--- config.mk ---
export PLATFORM = sky130hd
export DESIGN_NAME = mem_port_arbiter_flat
export DESIGN_NICKNAME = d
export VERILOG_FILES = /design/src/rtl/mem_port_arbiter_if.sv /design/src/rtl/mem_port_arbiter.sv /design/src/flat_wrapper.sv
export SDC_FILE = /design/constraint.sdc
export NUM_CORES = 1
export LEC_CHECK = 0
export BUFFER_PORTS_ARGS = -buffer_cell sky130_fd_sc_hd__buf_2
export CORE_ASPECT_RATIO = 1.1
export CORE_MARGIN = 5
export CORE_UTILIZATION = 35
export CTS_BUF_LIST = sky130_fd_sc_hd__clkbuf_8
export CTS_CLUSTER_SIZE = 24
export DETAILED_ROUTE_END_ITERATION = 7
export PLACE_DENSITY_LB_ADDON = 0.08
export SYNTH_ARGS = -nofsm -noshare
export SYNTH_HDL_FRONTEND = slang
export SYNTH_SLANG_ARGS = --single-unit
--- constraint.sdc ---
create_clock -name clk -period 2.8 [get_ports clk]
set_input_delay 0 -clock clk [delete_from_list [all_inputs] [get_ports clk]]
set_output_delay 0 -clock clk [all_outputs]
set_load 0.03 [all_outputs]
--- src/rtl/mem_port_arbiter_if.sv ---
// ---------------------------------------------------------------------------
// mem_port_arbiter_if
// Bundles the fetch port, the MEM-stage data port and the SRAM side of the
// unified-memory arbiter.
//
// Modports:
//   slave  - the arbiter: takes requests and sram_rdata, drives ready pulses,
//            read data, freeze and the SRAM address/data/strobes.
//   master - the surrounding pipeline and SRAM: drive requests and
//            sram_rdata, observe everything else.
//
// Signals:
//   if_req/if_addr            fetch request (level, held until if_ready)
//   if_ready/if_rdata         fetch completion pulse and instruction
//   mem_r_en/mem_w_en         load/store request (level, held until mem_ready)
//   mem_addr/mem_wdata        data address and store data
//   mem_ready/mem_rdata       data completion pulse and load data
//   freeze                    pipeline stall while a data access is pending
//   sram_addr/sram_wdata      registered SRAM address and write data
//   sram_we/sram_oe           SRAM write strobe and output enable
//   sram_rdata                SRAM read data
// ---------------------------------------------------------------------------
`timescale 1ns/1ps
interface mem_port_arbiter_if #(
    parameter int ADDR_W = 32,
    parameter int DATA_W = 32
);
    logic              if_req;
    logic [ADDR_W-1:0] if_addr;
    logic              if_ready;
    logic [DATA_W-1:0] if_rdata;
    logic              mem_r_en;
    logic              mem_w_en;
    logic [ADDR_W-1:0] mem_addr;
    logic [DATA_W-1:0] mem_wdata;
    logic              mem_ready;
    logic [DATA_W-1:0] mem_rdata;
    logic              freeze;
    logic [ADDR_W-1:0] sram_addr;
    logic [DATA_W-1:0] sram_wdata;
    logic              sram_we;
    logic              sram_oe;
    logic [DATA_W-1:0] sram_rdata;

    modport slave (
        input  if_req, if_addr, mem_r_en, mem_w_en, mem_addr, mem_wdata,
               sram_rdata,
        output if_ready, if_rdata, mem_ready, mem_rdata, freeze,
               sram_addr, sram_wdata, sram_we, sram_oe
    );

    modport master (
        output if_req, if_addr, mem_r_en, mem_w_en, mem_addr, mem_wdata,
               sram_rdata,
        input  if_ready, if_rdata, mem_ready, mem_rdata, freeze,
               sram_addr, sram_wdata, sram_we, sram_oe
    );
endinterface

--- src/rtl/mem_port_arbiter.sv ---
// ---------------------------------------------------------------------------
// mem_port_arbiter
// Shares one single-ported, fixed-latency SRAM between instruction fetch and
// the MEM stage. One transfer at a time: IDLE arbitrates and latches the
// request, ACCESS holds the SRAM strobes for WAIT_CYCLES cycles, RESP gives
// the granted port a one-cycle ready pulse, then back to IDLE.
//
// Ports:
//   clk  - system clock, rising edge
//   rst  - synchronous, active-high reset
//   bus  - mem_port_arbiter_if.slave (fetch port, data port, SRAM side)
//
// Parameters: ADDR_W, DATA_W, WAIT_CYCLES (1..15 SRAM cycles per transfer)
//
// Optional feature macro ARB_RR_EN: when defined, simultaneous requests are
// granted round-robin using a last_grant bit; when undefined the data port
// always wins.
// ---------------------------------------------------------------------------
`timescale 1ns/1ps
module mem_port_arbiter #(
    parameter int ADDR_W      = 32,
    parameter int DATA_W      = 32,
    parameter int WAIT_CYCLES = 2
) (
    input  logic                clk,
    input  logic                rst,
    mem_port_arbiter_if.slave   bus
);
    localparam logic [3:0] CNT_INIT = 4'(WAIT_CYCLES - 1);

    typedef enum logic [1:0] {IDLE, ACCESS, RESP} state_t;
    typedef enum logic [1:0] {GNT_NONE, GNT_FETCH, GNT_LOAD, GNT_STORE} grant_t;

    state_t            state;
    state_t            state_next;
    grant_t            grant;
    grant_t            grant_pick;
    logic [3:0]        cnt;
    logic [ADDR_W-1:0] sram_addr;
    logic [DATA_W-1:0] sram_wdata;
    logic [DATA_W-1:0] if_rdata;
    logic [DATA_W-1:0] mem_rdata;
    logic              if_ready;
    logic              mem_ready;
    logic              sram_we;
    logic              sram_oe;
    logic              mem_pend;
    logic              any_pend;
    logic              pick_mem;

    assign mem_pend = bus.mem_r_en | bus.mem_w_en;
    assign any_pend = mem_pend | bus.if_req;

`ifdef ARB_RR_EN
    // 1 = data port was granted last; reset value favours the data port first.
    logic last_grant;

    assign pick_mem = mem_pend & (~bus.if_req | ~last_grant);

    always_ff @(posedge clk) begin
        if (rst) begin
            last_grant <= 1'b0;
        end else if (state == IDLE && any_pend) begin
            last_grant <= pick_mem;
        end
    end
`else
    // The MEM-stage instruction is older than the one being fetched.
    assign pick_mem = mem_pend;
`endif

    // A simultaneous load+store request is treated as a store.
    assign grant_pick = pick_mem ? (bus.mem_w_en ? GNT_STORE : GNT_LOAD) : GNT_FETCH;

    always_ff @(posedge clk) begin
        if (rst) begin
            state <= IDLE;
        end else begin
            state <= state_next;
        end
    end

    always_comb begin
        state_next = state;
        if_ready   = 1'b0;
        mem_ready  = 1'b0;
        sram_we    = 1'b0;
        sram_oe    = 1'b0;
        case (state)
            IDLE: begin
                if (any_pend) begin
                    state_next = ACCESS;
                end
            end
            ACCESS: begin
                sram_we = (grant == GNT_STORE);
                sram_oe = (grant == GNT_FETCH) || (grant == GNT_LOAD);
                if (cnt == 4'd0) begin
                    state_next = RESP;
                end
            end
            RESP: begin
                // Requester still holds its request here, so never re-arbitrate.
                if_ready   = (grant == GNT_FETCH);
                mem_ready  = (grant == GNT_LOAD) || (grant == GNT_STORE);
                state_next = IDLE;
            end
            default: state_next = IDLE;
        endcase
    end

    always_ff @(posedge clk) begin
        if (rst) begin
            grant      <= GNT_NONE;
            cnt        <= 4'd0;
            sram_addr  <= '0;
            sram_wdata <= '0;
            if_rdata   <= '0;
            mem_rdata  <= '0;
        end else begin
            case (state)
                IDLE: begin
                    if (any_pend) begin
                        grant     <= grant_pick;
                        cnt       <= CNT_INIT;
                        sram_addr <= pick_mem ? bus.mem_addr : bus.if_addr;
                        if (grant_pick == GNT_STORE) begin
                            sram_wdata <= bus.mem_wdata;
                        end
                    end
                end
                ACCESS: begin
                    if (cnt != 4'd0) begin
                        cnt <= cnt - 4'd1;
                    end else if (grant == GNT_FETCH) begin
                        if_rdata <= bus.sram_rdata;
                    end else if (grant == GNT_LOAD) begin
                        mem_rdata <= bus.sram_rdata;
                    end
                end
                RESP: begin
                    grant <= GNT_NONE;
                end
                default: ;
            endcase
        end
    end

    assign bus.if_ready   = if_ready;
    assign bus.mem_ready  = mem_ready;
    assign bus.if_rdata   = if_rdata;
    assign bus.mem_rdata  = mem_rdata;
    assign bus.sram_addr  = sram_addr;
    assign bus.sram_wdata = sram_wdata;
    assign bus.sram_we    = sram_we;
    assign bus.sram_oe    = sram_oe;
    assign bus.freeze     = mem_pend & ~mem_ready;

endmodule

--- src/flat_wrapper.sv ---
// flat-port wrapper written by rule: the top's interface ports become plain ports
module mem_port_arbiter_flat 
#(
    parameter int ADDR_W      = 32,
    parameter int DATA_W      = 32,
    parameter int WAIT_CYCLES = 2
)
  (clk, rst, bus_if_req, bus_if_addr, bus_mem_r_en, bus_mem_w_en, bus_mem_addr, bus_mem_wdata, bus_sram_rdata, bus_if_ready, bus_if_rdata, bus_mem_ready, bus_mem_rdata, bus_freeze, bus_sram_addr, bus_sram_wdata, bus_sram_we, bus_sram_oe);
  mem_port_arbiter_if #(.ADDR_W(ADDR_W), .DATA_W(DATA_W)) bus_i ();
  input  logic clk;
  input  logic rst;
  input wire logic [$bits(bus_i.if_req)-1:0] bus_if_req;
  input wire logic [$bits(bus_i.if_addr)-1:0] bus_if_addr;
  input wire logic [$bits(bus_i.mem_r_en)-1:0] bus_mem_r_en;
  input wire logic [$bits(bus_i.mem_w_en)-1:0] bus_mem_w_en;
  input wire logic [$bits(bus_i.mem_addr)-1:0] bus_mem_addr;
  input wire logic [$bits(bus_i.mem_wdata)-1:0] bus_mem_wdata;
  input wire logic [$bits(bus_i.sram_rdata)-1:0] bus_sram_rdata;
  output wire logic [$bits(bus_i.if_ready)-1:0] bus_if_ready;
  output wire logic [$bits(bus_i.if_rdata)-1:0] bus_if_rdata;
  output wire logic [$bits(bus_i.mem_ready)-1:0] bus_mem_ready;
  output wire logic [$bits(bus_i.mem_rdata)-1:0] bus_mem_rdata;
  output wire logic [$bits(bus_i.freeze)-1:0] bus_freeze;
  output wire logic [$bits(bus_i.sram_addr)-1:0] bus_sram_addr;
  output wire logic [$bits(bus_i.sram_wdata)-1:0] bus_sram_wdata;
  output wire logic [$bits(bus_i.sram_we)-1:0] bus_sram_we;
  output wire logic [$bits(bus_i.sram_oe)-1:0] bus_sram_oe;
  assign bus_i.if_req = bus_if_req;
  assign bus_i.if_addr = bus_if_addr;
  assign bus_i.mem_r_en = bus_mem_r_en;
  assign bus_i.mem_w_en = bus_mem_w_en;
  assign bus_i.mem_addr = bus_mem_addr;
  assign bus_i.mem_wdata = bus_mem_wdata;
  assign bus_i.sram_rdata = bus_sram_rdata;
  assign bus_if_ready = bus_i.if_ready;
  assign bus_if_rdata = bus_i.if_rdata;
  assign bus_mem_ready = bus_i.mem_ready;
  assign bus_mem_rdata = bus_i.mem_rdata;
  assign bus_freeze = bus_i.freeze;
  assign bus_sram_addr = bus_i.sram_addr;
  assign bus_sram_wdata = bus_i.sram_wdata;
  assign bus_sram_we = bus_i.sram_we;
  assign bus_sram_oe = bus_i.sram_oe;
  mem_port_arbiter #(.ADDR_W(ADDR_W), .DATA_W(DATA_W), .WAIT_CYCLES(WAIT_CYCLES)) u_core (.clk(clk), .rst(rst), .bus(bus_i));
endmodule
# After elaboration in Yosys (flattened, before gate mapping)
# Index checks and enable logic that the tools add are counted.
# word_totals
reg_bits	136
out_inout_bits	133
in_bits	133
word_cells	52
# classes
bitwise_logic	6
muxes	15
n_reduce_logical	14
add_sub_neg	1
eq_ne	9
# op_table
op	count
$mux 32	1
$reduce_and 3->1	3
$eq 2x2->1 const B	4
$mux 2	4
$mux 4	2
$pmux 2 s2	2
$pmux 4 s2	1
$ne 2x1->1 const B	3
$reduce_and 2->1	3
$mux 1	5
$eq 2x1->1 const B	2
$logic_not 4->1	1
$reduce_and 4->1	1
$reduce_bool 2->1	2
$reduce_bool 4->1	1
$sub 4x1->4 const B	1
$not 1->1	3
$logic_not 2->1	1
$logic_or 1x1->1	2
$or 1x1->1	2
$and 1x1->1	1

# Depth between registers and ports, before layout
# logic_depth
word_depth	5
depth_mapped	7

# Worst setup path after synthesis
# OpenSTA, ideal clock, no wires.
# synth_timing
path_type	register -> register
from	register u_core.cnt[0]
to	register u_core.mem_rdata[0] (netlist: u_core.bus.mem_rdata[0])
required_time_ps	2681
stages_incl_launch_ff	7
path_slack_ps	1042
arrival_time_ps	1639
setup_time_ps	119
path_buffers	1
synth_period_minus_slack_ps	1758
path_cell_list	dfxtp_1 inv_1 ha_1 or3b_4 or4_1 buf_6 mux2i_1
# synth_between
elab_chain_len	3
# synth_rtl
item	line_no	source
from (decl)	mem_port_arbiter.sv:38	logic [3:0] cnt;
from (signal assigned)	mem_port_arbiter.sv:134	cnt <= cnt - 4'd1;
$reduce_bool 4->1	mem_port_arbiter.sv:133	if (cnt != 4'd0) begin
$not 1->1 (no line)	-	
$reduce_and 4->1 (no line)	-	
to (signal assigned)	mem_port_arbiter.sv:138	mem_rdata <= bus.sram_rdata;
to (decl)	mem_port_arbiter.sv:42	logic [DATA_W-1:0] mem_rdata;
# No other way between the ends.
# A chain may end at the register's enable or synchronous reset.

# Worst setup path after layout
# layout_timing
from	register u_core.state[0]
to	register u_core.sram_addr[12] (netlist: u_core.bus.sram_addr[12])
# layout_between
elab_chain_len	2
# layout_rtl
item	line_no	source
from (decl)	mem_port_arbiter.sv:34	state_t state;
from (signal assigned)	mem_port_arbiter.sv:79	state <= state_next;
$logic_not 2->1	mem_port_arbiter.sv:121	case (state)
$reduce_and 2->1 (no line)	-	
to (signal assigned)	mem_port_arbiter.sv:126	sram_addr <= pick_mem ? bus.mem_addr : bus.if_addr;
to (decl)	mem_port_arbiter.sv:39	logic [ADDR_W-1:0] sram_addr;
# No other way between the ends.

==> results.md <==
- Detailed placement HPWL: 12200 µm
- Clock power frac: 0.322
- Antenna violations before repair: 0
- Syn avg cell area: approximately 9 µm²
- Number of storage elements in the synthesis netlist: 136
- Global routing usage summed across all routing layers: 0.189
- Total clock sinks: 136
- Main flop type after synthesis: dfxtp_1
- # Post-CTS Setup Buffers: 0
- Setup repair after global routing missed its margin: false
- Total global routing overflow: 0
- Number of violations reported at the end of detailed-routing iteration 0: between 200 and 300
- Die extent in y: between 100 and 150 µm
- Startpoint kind of the worst setup timing path: flop
- Path class of the lowest-slack min-delay path: in -> reg
- Fin crit share: 0.845
- Detailed-route wire length per cell: between 15 and 20 µm
- Final WL: around 18000 µm
- Length of the first detailed-routing pass in iterations: 4
- Total area of multi-input combinational cells: 0.00268 mm²
- Number of standard cells after synthesis: approximately 630
- Run status: complete, no violations
- Power share of the combinational group: 0.259
- Syn Std Cell Area: between 0.005 and 0.006 mm²
- Total net switching power: 1.65 mW
- Data arrival at the endpoint of the critical path: ~2.7 ns
- Starting density of the core: 0.352
- Sequential element share of the synthesized area: 0.478
- TritonCTS buffer count: 17
- Clock-pin slew on the worst setup and hold paths: 0.08 ns
- Worst clock skew on the final layout: ~0.015 ns
- Place WS: around 0.74 ns
- Leak Pwr: 4.15 nW
- Worst hold slack: about 0.046 ns
- Util after Layout: 0.544
- Least setup slack across all paths after layout: about 0.43 ns
- Worst slew margin relative to its limit: 0.305
- Worst skew pair latency: between 0.4 and 0.5 ns
- Largest net degree at the start of global routing: 100
- Wire length of the first global-routing pass: between 20000 and 30000 µm
- Placeable Area: about 0.016 mm²
- Cell internal pwr: ~3.5 mW
- Fin. Hold Viols: 0
- Sequential share of power: 0.420
- Clock root buffer master: clkbuf_8
- Measured slew at the worst slew-check pin: between 1 and 1.5 ns
- Vias after detailed routing: around 5800
- Post-synth EDFFs: 0
- Critical path class: reg -> reg
- Total inserted antenna cells: 0
- Sw Share: 0.320
- Sequential Area: roughly 0.0027 mm²
- Filler instances: 1478
- Clock tree from TritonCTS: built
- Residual DRC count: 0
- Pwr dens: 587 mW/mm²
- Critical-path maximum fanout: 36
- Proportion of synthesized flip-flops having asynchronous set or reset: 0
- Net count reported at finish: 1140
- Die Width: between 100 and 150 µm
- Count of different cell masters after synthesis: 36
- Antenna viol nets, final: 0
- Pins over their slew limit: 0
- Yosys synthesis warning count: 0
- Input/output buffers: around 270
- Setup crit end kind: flop
- Routed via count divided by cell count: approximately 4.8
- Vias in the first global route: a little under 6000
- Maximum clock frequency: around 0.42 GHz
- Layout overhead on the synthesized area: 54.4%
- Aggregate negative setup slack: 0 ns
- Clock H-tree levels: 4
- Die area: between 0.015 and 0.02 mm²
- Last weighted congestion value of the routability-driven placer: a little under 0.8
- Share of final-layout standard cells stronger than drive strength 1: 0.341
- Maximum vdd ir drop: between 200 and 300 µV
- Req. time, crit path: 3.13 ns
- Max_cap viols: 0
- Final setup violation count: 0
- Ports placed on the boundary: 266
- Num rows: approximately 50
- Post-synthesis net count: slightly below 800
- Number of buffers on the longest clock path: 2
- Clock period minus worst slack: 2.37 ns
-- path summary, 6_finish.rpt --
kind              cells after the start                                   from  slack [ns]                                endpoint
hold / removal                        2                                    rst        0.05  u_core.bus.sram_wdata[22]$_SDFFE_PP0P_
setup / recovery                      4           u_core.state[0]$_SDFFE_PP0P_        0.43   u_core.bus.sram_addr[12]$_SDFFE_PP0P_
setup reg to reg                      4           u_core.state[0]$_SDFFE_PP0P_        0.43   u_core.bus.sram_addr[12]$_SDFFE_PP0P_
hold reg to reg                       2  u_core.bus.sram_wdata[9]$_SDFFE_PP0P_        0.45   u_core.bus.sram_wdata[9]$_SDFFE_PP0P_
-- placed cells by master, fill, tap and decap left out, types with 2 or more instances in the layout --
cell type and n:
nor3b_1 2, ha_1 5, clkinvlp_4 3, bufinv_16 2
clkinv_2 4, a21oi_1 66, nor3_1 2, buf_2 265
dfxtp_1 136, or4_1 3, or3_1 2, a211oi_2 2
inv_1 7, a311oi_1 5, nor2_1 6, nor2b_1 2
clkbuf_8 21, o21a_1 2, nor2_2 2, o21ai_0 34
mux2i_1 64, nand2_1 193, dlygate4sd3_1 129, buf_4 10
nand2b_1 2, a311oi_2 27
-- repair_timing --
item	CTS	global route
hold buffers	129	0
resized for setup	0	0
endpoints found under the hold margin	130	0
setup endpoints to repair	0	0
-- cell usage after synthesis (2+ instances only) --
library cell,number,area share
buf_4,2,0.0026
buf_6,8,0.016
nand2_1,193,0.13
nor3b_1,3,0.0039
o21ai_0,34,0.030
clkbuf_1,40,0.026
inv_1,7,0.0046
a21oi_1,66,0.058
nor2_1,8,0.0053
or3_1,2,0.0022
nor3_1,2,0.0018
ha_1,5,0.011
mux2i_1,64,0.11
a311oi_2,27,0.071
nor2b_1,2,0.0022
and2_1,2,0.0022
a311oi_1,5,0.0077
buf_2,6,0.0053
dfxtp_1,136,0.48
nand2b_1,2,0.0022
or4_1,3,0.0039
a211oi_2,2,0.0044
o21a_1,2,0.0026
-- sequential cells by signal, summed over array words and instances (netlist names) --
signal	flops
u_core.bus.if_rdata	32
u_core.grant	2
u_core.state	2
u_core.bus.mem_rdata	32
u_core.cnt	4
u_core.bus.sram_wdata	32
u_core.bus.sram_addr	32
-- metrics by stage --
step	std cells	area, µm²	total power [mW]
floorplan	634	5700	3.01
global placement	1058	7100	3.33
detailed placement	1058	7100	3.35
CTS	1219	8800	5.22
global route	1219	8800	5.43
finish	1219	8800	5.17
-- critical path, cell delays in order, from the launching register on --
cell and delay (ns):
dfxtp_1 0.42, nor2_2 0.14, and2_2 0.85, a311oi_2 0.21, dlygate4sd3_1 0.63
-- layout make-up --
| cell class | instances | area share |
|---|---|---|
| Clock buffer | 21 | 0.0328 |
| Clock inverter | 11 | 0.0136 |
| Inverter | 8 | 0.00341 |
| Multi-Input combinational cell | 434 | 0.304 |
| Sequential cell | 136 | 0.309 |
| Tap cell | 204 | 0.0290 |
| Timing Repair Buffer | 405 | 0.308 |
-- metal layers --
layer,track usage,wire [µm]
met2,0.324,8960
met1,0.226,7770
met5,0,0
met3,0.0532,1280
met4,0.0698,313
-- kinds of logic after synthesis --
family,after synthesis,synth area share
AO/OA/AOI/OAI,142,0.182
adder cells (fa/ha/maj),5,0.0110
buffers and inverters,64,0.0553
flip-flops,136,0.478
multiplexers,64,0.112
AND/OR/NAND/NOR,223,0.162
-- power groups by stage --
stage	combinational, mW	clock [mW]	sequential, mW
2_1_floorplan	0.546	0	2.47
3_3_place_gp	1.12	0	2.21
3_5_place_dp	1.14	0	2.21
4_1_cts	1.34	1.71	2.17
5_1_grt	1.44	1.79	2.19
6_report	1.34	1.66	2.17
(Power assumes the default switching activity.)
